## src/rtl/instr_sequencer_if.sv

```systemverilog
// instr_sequencer_if: decoder flags, memory handshakes and datapath controls of the sequencer
interface instr_sequencer_if #(parameter int RET_W = 16);
  logic run, step, imem_ready, dmem_ready;
  logic ins_add, ins_sub, ins_sw, ins_lw, ins_addi, ins_lui, ins_jal;
  logic [1:0] cnt_set;
  logic stop;
  logic imem_req, ir_we, pc_we, pc_sel, reg_we;
  logic [1:0] wb_sel;
  logic alu_sub, alu_imm, dmem_re, dmem_we;
  logic busy, halted, bus_err;
  logic [RET_W-1:0] retired;
  modport master (
    input  run, step, imem_ready, dmem_ready,
    input  ins_add, ins_sub, ins_sw, ins_lw, ins_addi, ins_lui, ins_jal, cnt_set, stop,
    output imem_req, ir_we, pc_we, pc_sel, reg_we, wb_sel, alu_sub, alu_imm,
    output dmem_re, dmem_we, busy, halted, bus_err, retired
  );
  modport slave (
    output run, step, imem_ready, dmem_ready,
    output ins_add, ins_sub, ins_sw, ins_lw, ins_addi, ins_lui, ins_jal, cnt_set, stop,
    input  imem_req, ir_we, pc_we, pc_sel, reg_we, wb_sel, alu_sub, alu_imm,
    input  dmem_re, dmem_we, busy, halted, bus_err, retired
  );
endinterface

```

## src/rtl/instr_sequencer.sv

```systemverilog
// instr_sequencer: multi-cycle fetch/decode/exec/mem/wb control FSM for the single-cycle decoder.
// SINGLE_STEP_EN adds a PAUSE state after each retire, released by step.
module instr_sequencer #(
  parameter int RET_W = 16,
  parameter int MEM_TIMEOUT = 15
) (
  input logic clk,
  input logic rst,
  instr_sequencer_if.master bus
);
  typedef enum logic [3:0] {
    IDLE, FETCH, DECODE, EXEC, MEM, WB, RETIRE, HALT
`ifdef SINGLE_STEP_EN
    , PAUSE
`endif
  } state_t;
  localparam int C_ADD = 0, C_SUB = 1, C_SW = 2, C_LW = 3, C_ADDI = 4, C_LUI = 5, C_JAL = 6;
`ifdef SINGLE_STEP_EN
  localparam state_t AFTER_RETIRE = PAUSE;
`else
  localparam state_t AFTER_RETIRE = FETCH;
  logic unused_step;
  assign unused_step = bus.step;
`endif
  state_t state;
  logic [6:0] cls;
  logic [1:0] exec_cnt;
  logic [7:0] wait_cnt;
  logic [RET_W-1:0] ret_q;
  logic bus_err_q;
  logic [6:0] flags;
  assign flags = {bus.ins_jal, bus.ins_lui, bus.ins_addi, bus.ins_lw, bus.ins_sw, bus.ins_sub, bus.ins_add};
  always_ff @(posedge clk) begin
    if (rst) begin
      state <= IDLE;
      cls <= '0;
      exec_cnt <= '0;
      wait_cnt <= '0;
      ret_q <= '0;
      bus_err_q <= 1'b0;
    end else begin
      case (state)
        IDLE: if (bus.run) state <= FETCH;
        FETCH: if (bus.imem_ready) state <= DECODE;
        DECODE: begin
          // several flags at once is an illegal decode, handled like an unknown opcode
          if (bus.stop || !$onehot(flags)) state <= HALT;
          else begin
            cls <= flags;
            exec_cnt <= bus.cnt_set;
            state <= EXEC;
          end
        end
        EXEC: begin
          wait_cnt <= '0;
          if (exec_cnt == 2'd0) state <= (cls[C_LW] || cls[C_SW]) ? MEM : WB;
          else exec_cnt <= exec_cnt - 2'd1;
        end
        MEM: begin
          if (bus.dmem_ready) state <= cls[C_LW] ? WB : RETIRE;
          else if (wait_cnt == 8'(MEM_TIMEOUT)) begin
            bus_err_q <= 1'b1;
            state <= HALT;
          end else wait_cnt <= wait_cnt + 8'd1;
        end
        WB, RETIRE: begin
          ret_q <= ret_q + RET_W'(1);
          state <= AFTER_RETIRE;
        end
`ifdef SINGLE_STEP_EN
        PAUSE: if (bus.step) state <= FETCH;
`endif
        default: state <= HALT;
      endcase
    end
  end
  always_comb begin
    bus.imem_req = state == FETCH;
    bus.ir_we = state == FETCH && bus.imem_ready;
    bus.reg_we = state == WB;
    bus.pc_we = state == WB || state == RETIRE;
    bus.pc_sel = state == WB && cls[C_JAL];
    bus.wb_sel = state != WB ? 2'd0 : cls[C_JAL] ? 2'd3 : cls[C_LUI] ? 2'd2 : cls[C_LW] ? 2'd1 : 2'd0;
    bus.alu_sub = state == EXEC && cls[C_SUB];
    bus.alu_imm = state == EXEC && (cls[C_ADDI] || cls[C_LW] || cls[C_SW]);
    bus.dmem_re = state == MEM && cls[C_LW];
    bus.dmem_we = state == MEM && cls[C_SW];
    bus.busy = state != IDLE && state != HALT;
    bus.halted = state == HALT;
    bus.bus_err = bus_err_q;
    bus.retired = ret_q;
  end
endmodule

```

## src/flat_wrapper.sv

```systemverilog
// flat-port wrapper written by rule: the top's interface ports become plain ports
module instr_sequencer_flat 
#(
  parameter int RET_W = 16,
  parameter int MEM_TIMEOUT = 15
)
  (clk, rst, bus_run, bus_step, bus_imem_ready, bus_dmem_ready, bus_ins_add, bus_ins_sub, bus_ins_sw, bus_ins_lw, bus_ins_addi, bus_ins_lui, bus_ins_jal, bus_cnt_set, bus_stop, bus_imem_req, bus_ir_we, bus_pc_we, bus_pc_sel, bus_reg_we, bus_wb_sel, bus_alu_sub, bus_alu_imm, bus_dmem_re, bus_dmem_we, bus_busy, bus_halted, bus_bus_err, bus_retired);
  instr_sequencer_if #(.RET_W(RET_W)) bus_i ();
  input logic clk;
  input logic rst;
  input wire logic [$bits(bus_i.run)-1:0] bus_run;
  input wire logic [$bits(bus_i.step)-1:0] bus_step;
  input wire logic [$bits(bus_i.imem_ready)-1:0] bus_imem_ready;
  input wire logic [$bits(bus_i.dmem_ready)-1:0] bus_dmem_ready;
  input wire logic [$bits(bus_i.ins_add)-1:0] bus_ins_add;
  input wire logic [$bits(bus_i.ins_sub)-1:0] bus_ins_sub;
  input wire logic [$bits(bus_i.ins_sw)-1:0] bus_ins_sw;
  input wire logic [$bits(bus_i.ins_lw)-1:0] bus_ins_lw;
  input wire logic [$bits(bus_i.ins_addi)-1:0] bus_ins_addi;
  input wire logic [$bits(bus_i.ins_lui)-1:0] bus_ins_lui;
  input wire logic [$bits(bus_i.ins_jal)-1:0] bus_ins_jal;
  input wire logic [$bits(bus_i.cnt_set)-1:0] bus_cnt_set;
  input wire logic [$bits(bus_i.stop)-1:0] bus_stop;
  output wire logic [$bits(bus_i.imem_req)-1:0] bus_imem_req;
  output wire logic [$bits(bus_i.ir_we)-1:0] bus_ir_we;
  output wire logic [$bits(bus_i.pc_we)-1:0] bus_pc_we;
  output wire logic [$bits(bus_i.pc_sel)-1:0] bus_pc_sel;
  output wire logic [$bits(bus_i.reg_we)-1:0] bus_reg_we;
  output wire logic [$bits(bus_i.wb_sel)-1:0] bus_wb_sel;
  output wire logic [$bits(bus_i.alu_sub)-1:0] bus_alu_sub;
  output wire logic [$bits(bus_i.alu_imm)-1:0] bus_alu_imm;
  output wire logic [$bits(bus_i.dmem_re)-1:0] bus_dmem_re;
  output wire logic [$bits(bus_i.dmem_we)-1:0] bus_dmem_we;
  output wire logic [$bits(bus_i.busy)-1:0] bus_busy;
  output wire logic [$bits(bus_i.halted)-1:0] bus_halted;
  output wire logic [$bits(bus_i.bus_err)-1:0] bus_bus_err;
  output wire logic [$bits(bus_i.retired)-1:0] bus_retired;
  assign bus_i.run = bus_run;
  assign bus_i.step = bus_step;
  assign bus_i.imem_ready = bus_imem_ready;
  assign bus_i.dmem_ready = bus_dmem_ready;
  assign bus_i.ins_add = bus_ins_add;
  assign bus_i.ins_sub = bus_ins_sub;
  assign bus_i.ins_sw = bus_ins_sw;
  assign bus_i.ins_lw = bus_ins_lw;
  assign bus_i.ins_addi = bus_ins_addi;
  assign bus_i.ins_lui = bus_ins_lui;
  assign bus_i.ins_jal = bus_ins_jal;
  assign bus_i.cnt_set = bus_cnt_set;
  assign bus_i.stop = bus_stop;
  assign bus_imem_req = bus_i.imem_req;
  assign bus_ir_we = bus_i.ir_we;
  assign bus_pc_we = bus_i.pc_we;
  assign bus_pc_sel = bus_i.pc_sel;
  assign bus_reg_we = bus_i.reg_we;
  assign bus_wb_sel = bus_i.wb_sel;
  assign bus_alu_sub = bus_i.alu_sub;
  assign bus_alu_imm = bus_i.alu_imm;
  assign bus_dmem_re = bus_i.dmem_re;
  assign bus_dmem_we = bus_i.dmem_we;
  assign bus_busy = bus_i.busy;
  assign bus_halted = bus_i.halted;
  assign bus_bus_err = bus_i.bus_err;
  assign bus_retired = bus_i.retired;
  instr_sequencer #(.RET_W(RET_W), .MEM_TIMEOUT(MEM_TIMEOUT)) u_core (.clk(clk), .rst(rst), .bus(bus_i));
endmodule
```

## config.mk

```make
export PLATFORM = sky130hd
export DESIGN_NAME = instr_sequencer_flat
export DESIGN_NICKNAME = d
export VERILOG_FILES = /design/src/rtl/instr_sequencer_if.sv /design/src/rtl/instr_sequencer.sv /design/src/flat_wrapper.sv
export SDC_FILE = /design/constraint.sdc
export NUM_CORES = 1
export LEC_CHECK = 0
export BUFFER_PORTS_ARGS = -buffer_cell sky130_fd_sc_hd__buf_2
export CAP_MARGIN = 25
export CORE_MARGIN = 5
export CORE_UTILIZATION = 40
export DETAILED_ROUTE_END_ITERATION = 6
export GPL_ROUTABILITY_DRIVEN = 1
export PLACE_DENSITY = 0.71
export SYNTH_ARGS = -nofsm -noshare
export SYNTH_HDL_FRONTEND = slang
export SYNTH_SLANG_ARGS = --single-unit
```

## constraint.sdc

```tcl
create_clock -name clk -period 3.95 [get_ports clk]
set_input_delay 0.9875 -clock clk [delete_from_list [all_inputs] [get_ports clk]]
set_output_delay 0.9875 -clock clk [all_outputs]
set_load 0.05 [all_outputs]
```

==> flow_summary_export.csv, run 1 <==
group,metric,value,unit
floorplan,coreArea,5140,sq um
cells_and_area,fillCellCount,542,
route,vias,1840,
setup_path,critPathBufInv,4,
floorplan,placementRows,26,
cells_and_area,drive_gt1_share,23.4,%
yosys,ys_top_cells_by_count,"nor2_1 (38), dfxtp_1 (36), inv_1 (19)",
timing,tightest_slew,0.708,ns
place,routabilityCongestion,0.774,
setup_path,cp-start-kind,"primary input",
setup_path,crit_chain,"buf_2, ha_1, inv_1, fa_1, inv_1, ha_1, fa_1, nor3b_1, nand4b_1, buf_4, mux2i_1, nor2_1",
grt,grt_pass1_vias,1741,
cells_and_area,insertedDiodeCount,0,
route,avgRoutedWirePerCell,12.8,um
grt,antenna_found_initial,0,
flow_run,drv_cap,0,
place,hpwl,3370,um
route,viasPerCell,5.17,
yosys,synth.area.top_cells,"dfxtp_1 (34%), nor2_1 (6.7%), xor2_1 (5.8%)",
timing,slew_viol_final,0,
setup_path,crit_fanout,8,
route,first_iter_violations,73,
yosys,syn_inst,244,
yosys,synthesis.nets,270,
yosys,synth_most_common_cell,"nor2_1",
cts,cts_setup_buffers,0,
timing,clock_skew,0.00469,ns
power,power_density,424,nW/um^2
timing,report.final.hold_viol_count,0,
setup_path,max_stage_delay,0.50,ns
yosys,ys_warn_count,0,
cts,clock-root-buffer,"clkbuf_8",
timing,tns,0,ns
yosys,yosys.area.top_type_share,33.9,%
cts,htreeDepth,2,
grt,grt_pass1_wl,7780,um
yosys,syn_area_per_cell,8.72,sq um
floorplan,die_h,82.9,um
route,ant_nets,0,
floorplan,die_w,82.9,um
yosys,synth_area,2130,sq um
timing,timing.final.crit_share,83.4,%
yosys,synth_seq_cells,36,
route,drcViolationCount,0,
timing,max_freq,0.304,GHz
timing,finalCriticalPeriod,3.29,ns
cells_and_area,syn_to_final_growth,13.8,%
floorplan,start_util,41.4,%
setup_path,cp-end-kind,"flip-flop",
yosys,synth_flop_cell,"dfxtp_1",
cts,clock-sinks,36,
yosys,ys_seq_area_share,33.9,%
cts,clock_latency,0.29,ns
cts,cts_resized,0,
timing,relSlewSlack,52.7,%
yosys,async_flop_share,0,%
cells_and_area,final_nets,311,
route,drt_pre_antenna_iters,4,
setup_path,cp_slowest_cell,"fa_1",
grt,grt_max_degree,34,
floorplan,pin_count,46,
cts,clock_tree.buffer_depth,2,
yosys,synth_edf_count,0,
place,port_buffers,44,
grt,groute.usage.overall,13.5,%
cts,tritoncts,"done",
cts,clk_pin_slew,0.07,ns
cts,cts_buffers,5,
run_status,status,"complete, no violations",
setup_path,crit_family,"adder cells",
cts,ctsHoldBuffers,0,
power,p_leak,1.09,nW
setup_path,required,4.11,ns
power,vdd_drop_max,0.183,mV
setup_path,path_class,"in2reg",
route,finalWirelength,4540,um
hold_path,min_path_type,"reg2reg",
yosys,synth_top_area_cell,"dfxtp_1",
yosys,synth_cell_types,49,
timing,rsz0062_at_grt,"no",
cells_and_area,final_util,47.1,%
timing,setup_violations,0,
grt,grt_remaining_overflow,0,
setup_path,worstPathArrival,3.45,ns
floorplan,dieArea,6880,sq um
==> path summary, 6_finish.rpt <==
kind	start	endpoint	slack [ns]	depth (start not counted)
worst max-delay path	bus_ins_sub	u_core.cls[3]	0.66	12
worst max register to register	u_core.state[0]	u_core.bus.retired[15]	1.84	4
worst min-delay path	u_core.bus.bus_err	u_core.bus.bus_err	0.48	2
worst min register to register	u_core.bus.bus_err	u_core.bus.bus_err	0.48	2
==> final cells by class <==
| type | count | area (sq um) | area share, % |
|---|---|---|---|
| clock buffers | 5 | 68.8 | 2.84 |
| clock inverters | 3 | 18.8 | 0.775 |
| inverters | 19 | 71.3 | 2.94 |
| multi-input cells | 177 | 1220 | 50.4 |
| flip-flops and latches | 36 | 721 | 29.8 |
| well taps | 70 | 87.6 | 3.62 |
| repair buffers | 46 | 235 | 9.71 |
==> through the flow <==
stage	hold WS, ns	power [mW]	std cells	instance area, sq um	worst slack [ns]
2_1_floorplan	0.463	0.746	244	2130	0.587
6_report	0.483	1.03	356	2420	0.657
3_3_place_gp	0.456	0.770	348	2330	0.388
3_5_place_dp	0.460	0.779	348	2330	0.356
5_1_grt	0.525	1.09	356	2420	0.471
4_1_cts	0.481	1.04	356	2420	0.669
==> tightest hold or removal path, stage by stage, from the launching register on <==
cell	delay (ns)
dfxtp_1	0.34
a21oi_1	0.04
nor2_1	0.07
==> sequential cells by signal, indices dropped and copies added, names as in the netlist <==
| name | count |
|---|---|
| u_core.bus.bus_err | 1 |
| u_core.exec_cnt | 2 |
| u_core.state | 3 |
| u_core.bus.retired | 16 |
| u_core.wait_cnt | 8 |
| u_core.cls | 6 |
==> routing by layer <==
layer,track usage (%),part of all wire (%)
met4,4.46,1.3
met1,15.7,46
met5,0,0
met2,23.6,49
met3,3.66,4.1
==> power breakdown <==
group | switching (mW) | internal [mW]
sequential | 0.0584 | 0.379
combinational | 0.210 | 0.121
clock | 0.136 | 0.123
==> cell usage in the layout (no fill, tap or decap), types with 2 or more instances in the layout <==
master	instances
nand3_1	9
ha_1	7
a31o_2	3
and2_1	4
mux2i_1	6
nor3b_1	3
nor2b_1	2
clkinv_2	2
nand2b_1	2
a21oi_1	15
buf_4	2
xor2_1	14
nor4_1	2
o21ai_0	4
inv_1	19
nor3_1	5
dfxtp_1	36
a21o_1	2
o211ai_1	3
nand4_1	12
or4_1	2
and4_1	2
clkbuf_8	5
and3_1	7
fa_1	3
nand2_1	7
or2_2	2
buf_2	44
nor2_1	38
or3_1	3
mux2_2	2
==> cell families (layout without fill, tap and decap cells) <==
| logic type | Yosys count | count (layout) | synth area share (%) |
|---|---|---|---|
| and+or+nand+nor | 104 | 104 | 26.2 |
| AOI/OAI and AO/OA | 38 | 38 | 12.7 |
| DFF | 36 | 36 | 33.9 |
| buffers and inverters | 31 | 73 | 8.82 |
| xor gates and xnor gates | 16 | 16 | 6.94 |
| adders and majority gates | 10 | 10 | 6.94 |
| muxes | 9 | 9 | 4.59 |
(Power assumes the default switching activity.)
==> run 2, diff against run 1 <==
--- a/config.mk
+++ b/config.mk
@@ -5,13 +5,14 @@
 export SDC_FILE = /design/constraint.sdc
 export NUM_CORES = 1
 export LEC_CHECK = 0
+export ABC_AREA = 1
 export BUFFER_PORTS_ARGS = -buffer_cell sky130_fd_sc_hd__buf_2
 export CAP_MARGIN = 25
 export CORE_MARGIN = 5
 export CORE_UTILIZATION = 40
 export DETAILED_ROUTE_END_ITERATION = 6
 export GPL_ROUTABILITY_DRIVEN = 1
-export PLACE_DENSITY = 0.71
+export PLACE_DENSITY = 0.73
 export SYNTH_ARGS = -nofsm -noshare
 export SYNTH_HDL_FRONTEND = slang
 export SYNTH_SLANG_ARGS = --single-unit
==> constraint.sdc (replaced) <==
create_clock -name clk -period 2.8 [get_ports clk]
set_input_delay 0.7 -clock clk [delete_from_list [all_inputs] [get_ports clk]]
set_output_delay 0.7 -clock clk [all_outputs]
set_load 0.05 [all_outputs]
==> run 2 against run 1 <==
Register-to-register slack lost 0.65 ns. Die area grew 4.6%. Sequential power grew 37%. Sequential share of layout area shrank 4.0 points. Synthesized cell count grew 39%. Total power grew 65%. First-iteration DRC count grew 33%. Critical endpoint is now u_core.cls[1].
==> flow_summary_export.csv, run 2 <==
group,metric,value,unit
cts,clock_latency,0.30,ns
timing,finalCriticalPeriod,2.76,ns
grt,grt_max_degree,21,
timing,timing.final.crit_share,98.5,%
run_status,status,"complete, no violations",
cts,clock_tree.buffer_depth,2,
floorplan,dieArea,7200,sq um
place,routabilityCongestion,0.794,
yosys,synth_flop_cell,"dfxtp_1",
place,port_buffers,44,
yosys,synth_most_common_cell,"nand2_1",
yosys,synth_top_area_cell,"dfxtp_1",
setup_path,cp-end-kind,"flip-flop",
yosys,synth_edf_count,0,
floorplan,pin_count,46,
place,hpwl,3750,um
yosys,ys_warn_count,0,
route,first_iter_violations,97,
floorplan,die_h,84.9,um
route,drt_pre_antenna_iters,4,
yosys,synth.area.top_cells,"dfxtp_1 (32%), nand2_1 (12%), inv_1 (9.0%)",
floorplan,start_util,40.9,%
setup_path,path_class,"in2reg",
setup_path,crit_fanout,6,
yosys,ys_top_cells_by_count,"nand2_1 (71), inv_1 (54), nor2_1 (49)",
timing,slew_viol_final,0,
yosys,synth_seq_cells,36,
timing,rsz0062_at_grt,"yes",
cells_and_area,final_nets,416,
place,place_area,2600,sq um
power,vdd_drop_max,0.253,mV
route,finalWirelength,5070,um
route,drcViolationCount,0,
setup_path,crit_chain,"buf_6, ha_4, inv_2, fa_1, inv_1, ha_2, fa_1, inv_1, nand2_2, nor3_4, buf_6, buf_4, nand3_1, a21oi_1",
cts,htreeDepth,2,
cells_and_area,final_area,2790,sq um
cells_and_area,mostFrequentLayoutCells,"nand2_1 (66), inv_1 (52), nor2_1 (49)",
flow_run,drv_cap,0,
yosys,yosys.area.top_type_share,32.2,%
route,avgRoutedWirePerCell,11.0,um
floorplan,coreArea,5470,sq um
grt,grt_pass1_wl,8630,um
hold_path,min_path_type,"reg2reg",
cells_and_area,final_common_cell,"nand2_1",
yosys,synth_cell_types,34,
setup_path,cp-start-kind,"primary input",
setup_path,worstPathArrival,2.99,ns
cts,clock-root-buffer,"clkbuf_8",
grt,grt_remaining_overflow,0,
timing,report.final.hold_viol_count,0,
hold_path,worstHoldPathCells,2,
cts,clk_pin_slew,0.08,ns
yosys,syn_inst,338,
setup_path,r2r_start,"u_core.state[2]",
setup_path,cp_slowest_cell,"fa_1",
yosys,syn_area_per_cell,6.63,sq um
cells_and_area,insertedDiodeCount,0,
grt,groute.usage.overall,14.4,%
setup_path,reg2reg_to,"u_core.wait_cnt[0]",
cells_and_area,fillCellCount,567,
cells_and_area,drive_gt1_share,26.9,%
timing,max_freq,0.363,GHz
grt,grt_pass1_vias,1985,
power,p_leak,1.29,nW
route,vias,2199,
route,viasPerCell,4.75,
timing,setup_violations,0,
cells_and_area,syn_to_final_growth,24.7,%
cts,ctsHoldBuffers,0,
yosys,ys_seq_area_share,32.2,%
power,power_density,606,nW/um^2
floorplan,die_w,84.9,um
cells_and_area,largest_reg_flops,16,
setup_path,max_stage_delay,0.49,ns
yosys,synthesis.nets,364,
grt,antenna_found_initial,0,
cts,tritoncts,"done",
setup_path,required,3.03,ns
cts,clock-sinks,36,
cts,cts_buffers,5,
yosys,synth_area,2240,sq um
timing,relSlewSlack,60.1,%
timing,clock_skew,0.00929,ns
hold_path,hold_path.startpoint,"u_core.cls[2]",
power,power.total,1.69,mW
route,ant_nets,0,
yosys,async_flop_share,0,%
timing,tightest_slew,0.598,ns
setup_path,regToRegSetupSlack,1.19,ns
floorplan,placementRows,27,
hold_path,holdPathEnd,"u_core.cls[2]",
setup_path,worstRegToRegCells,7,
==> run 2: cell count changes in the layout (fill, tap and decap cells not counted), sizes merged, moves of 14 or more <==
cell	change
nand3	+21
nor2	+16
inv	+38
nand2	+73
a21oi	+19
xor2	-14
==> run 2: worst max-delay path, delay by kind of cell <==
kind                       cells  cell delay (ns)
adders and majority gates      4             1.32
and+or+nand+nor                3             0.29
AOI/OAI and AO/OA              1             0.14
buffers and inverters          6             0.53
==> run 2: final cells by class <==
class | instances | area (sq um) | share of cell area, %
clock buffers | 5 | 68.8 | 2.46
clock inverters | 3 | 18.8 | 0.672
inverters | 57 | 214 | 7.66
multi-input cells | 239 | 1380 | 49.3
flip-flops and latches | 36 | 721 | 25.8
well taps | 72 | 90.1 | 3.22
repair buffers | 51 | 305 | 10.9
==> run 2: worst max-delay path by stage <==
stage	cells past startpoint	end	start
2_1_floorplan	12	u_core.exec_cnt[0]	bus_ins_sw
3_3_place_gp	14	u_core.exec_cnt[0]	bus_ins_sw
3_5_place_dp	14	u_core.exec_cnt[0]	bus_ins_sw
4_1_cts	14	u_core.cls[1]	bus_ins_sw
5_1_grt	14	u_core.cls[2]	bus_ins_sub
6_report	14	u_core.cls[1]	bus_ins_sub
==> run 2: per-stage QoR <==
step	setup slack, ns	setup TNS, ns	hold WS (ns)	util, %	cells
finish	0.0422	0	0.468	51.1	463
global route	-0.101	-0.659	0.491	51.1	463
CTS	0.0116	0	0.451	49.4	463
detailed placement	-0.386	-3.21	0.441	47.5	453
global placement	-0.370	-3.03	0.437	47.5	453
floorplan	-0.153	-1.16	0.429	-	338
==> run 2: timing repair <==
item | 4_1_cts | 5_1_grt
setup endpoints to repair | 9 | 9
gates resized for setup | 1 | 22
pin swaps | 2 | 14
buffers inserted | 1 | 0
cloned | 1 | 0
==> run 2: report_power, final <==
| part | switching, mW | total [mW] | internal [mW] |
|---|---|---|---|
| Clock | 0.201 | 0.374 | 0.173 |
| Sequential | 0.0548 | 0.600 | 0.545 |
| Combinational | 0.515 | 0.718 | 0.203 |
==> run 2: cell families (layout without fill, tap and decap cells) <==
kind of cell / Yosys count / after routing / synth area share (%)
DFF: 36 / 36 / 32.2
and+or+nand+nor: 174 / 175 / 36.0
AOI/OAI and AO/OA: 51 / 51 / 12.8
buffers and inverters: 64 / 116 / 11.3
xor gates and xnor gates: 3 / 3 / 1.17
adders and majority gates: 10 / 10 / 6.59
==> run 2: routing by layer <==
layer	global-route usage [%]	share of wire, %	vias up
li1	-	-	1170
met1	17.8	45	977
met2	24.6	49	47
met3	3.98	4.9	5
met4	4.32	1.4	0
met5	0	0	-
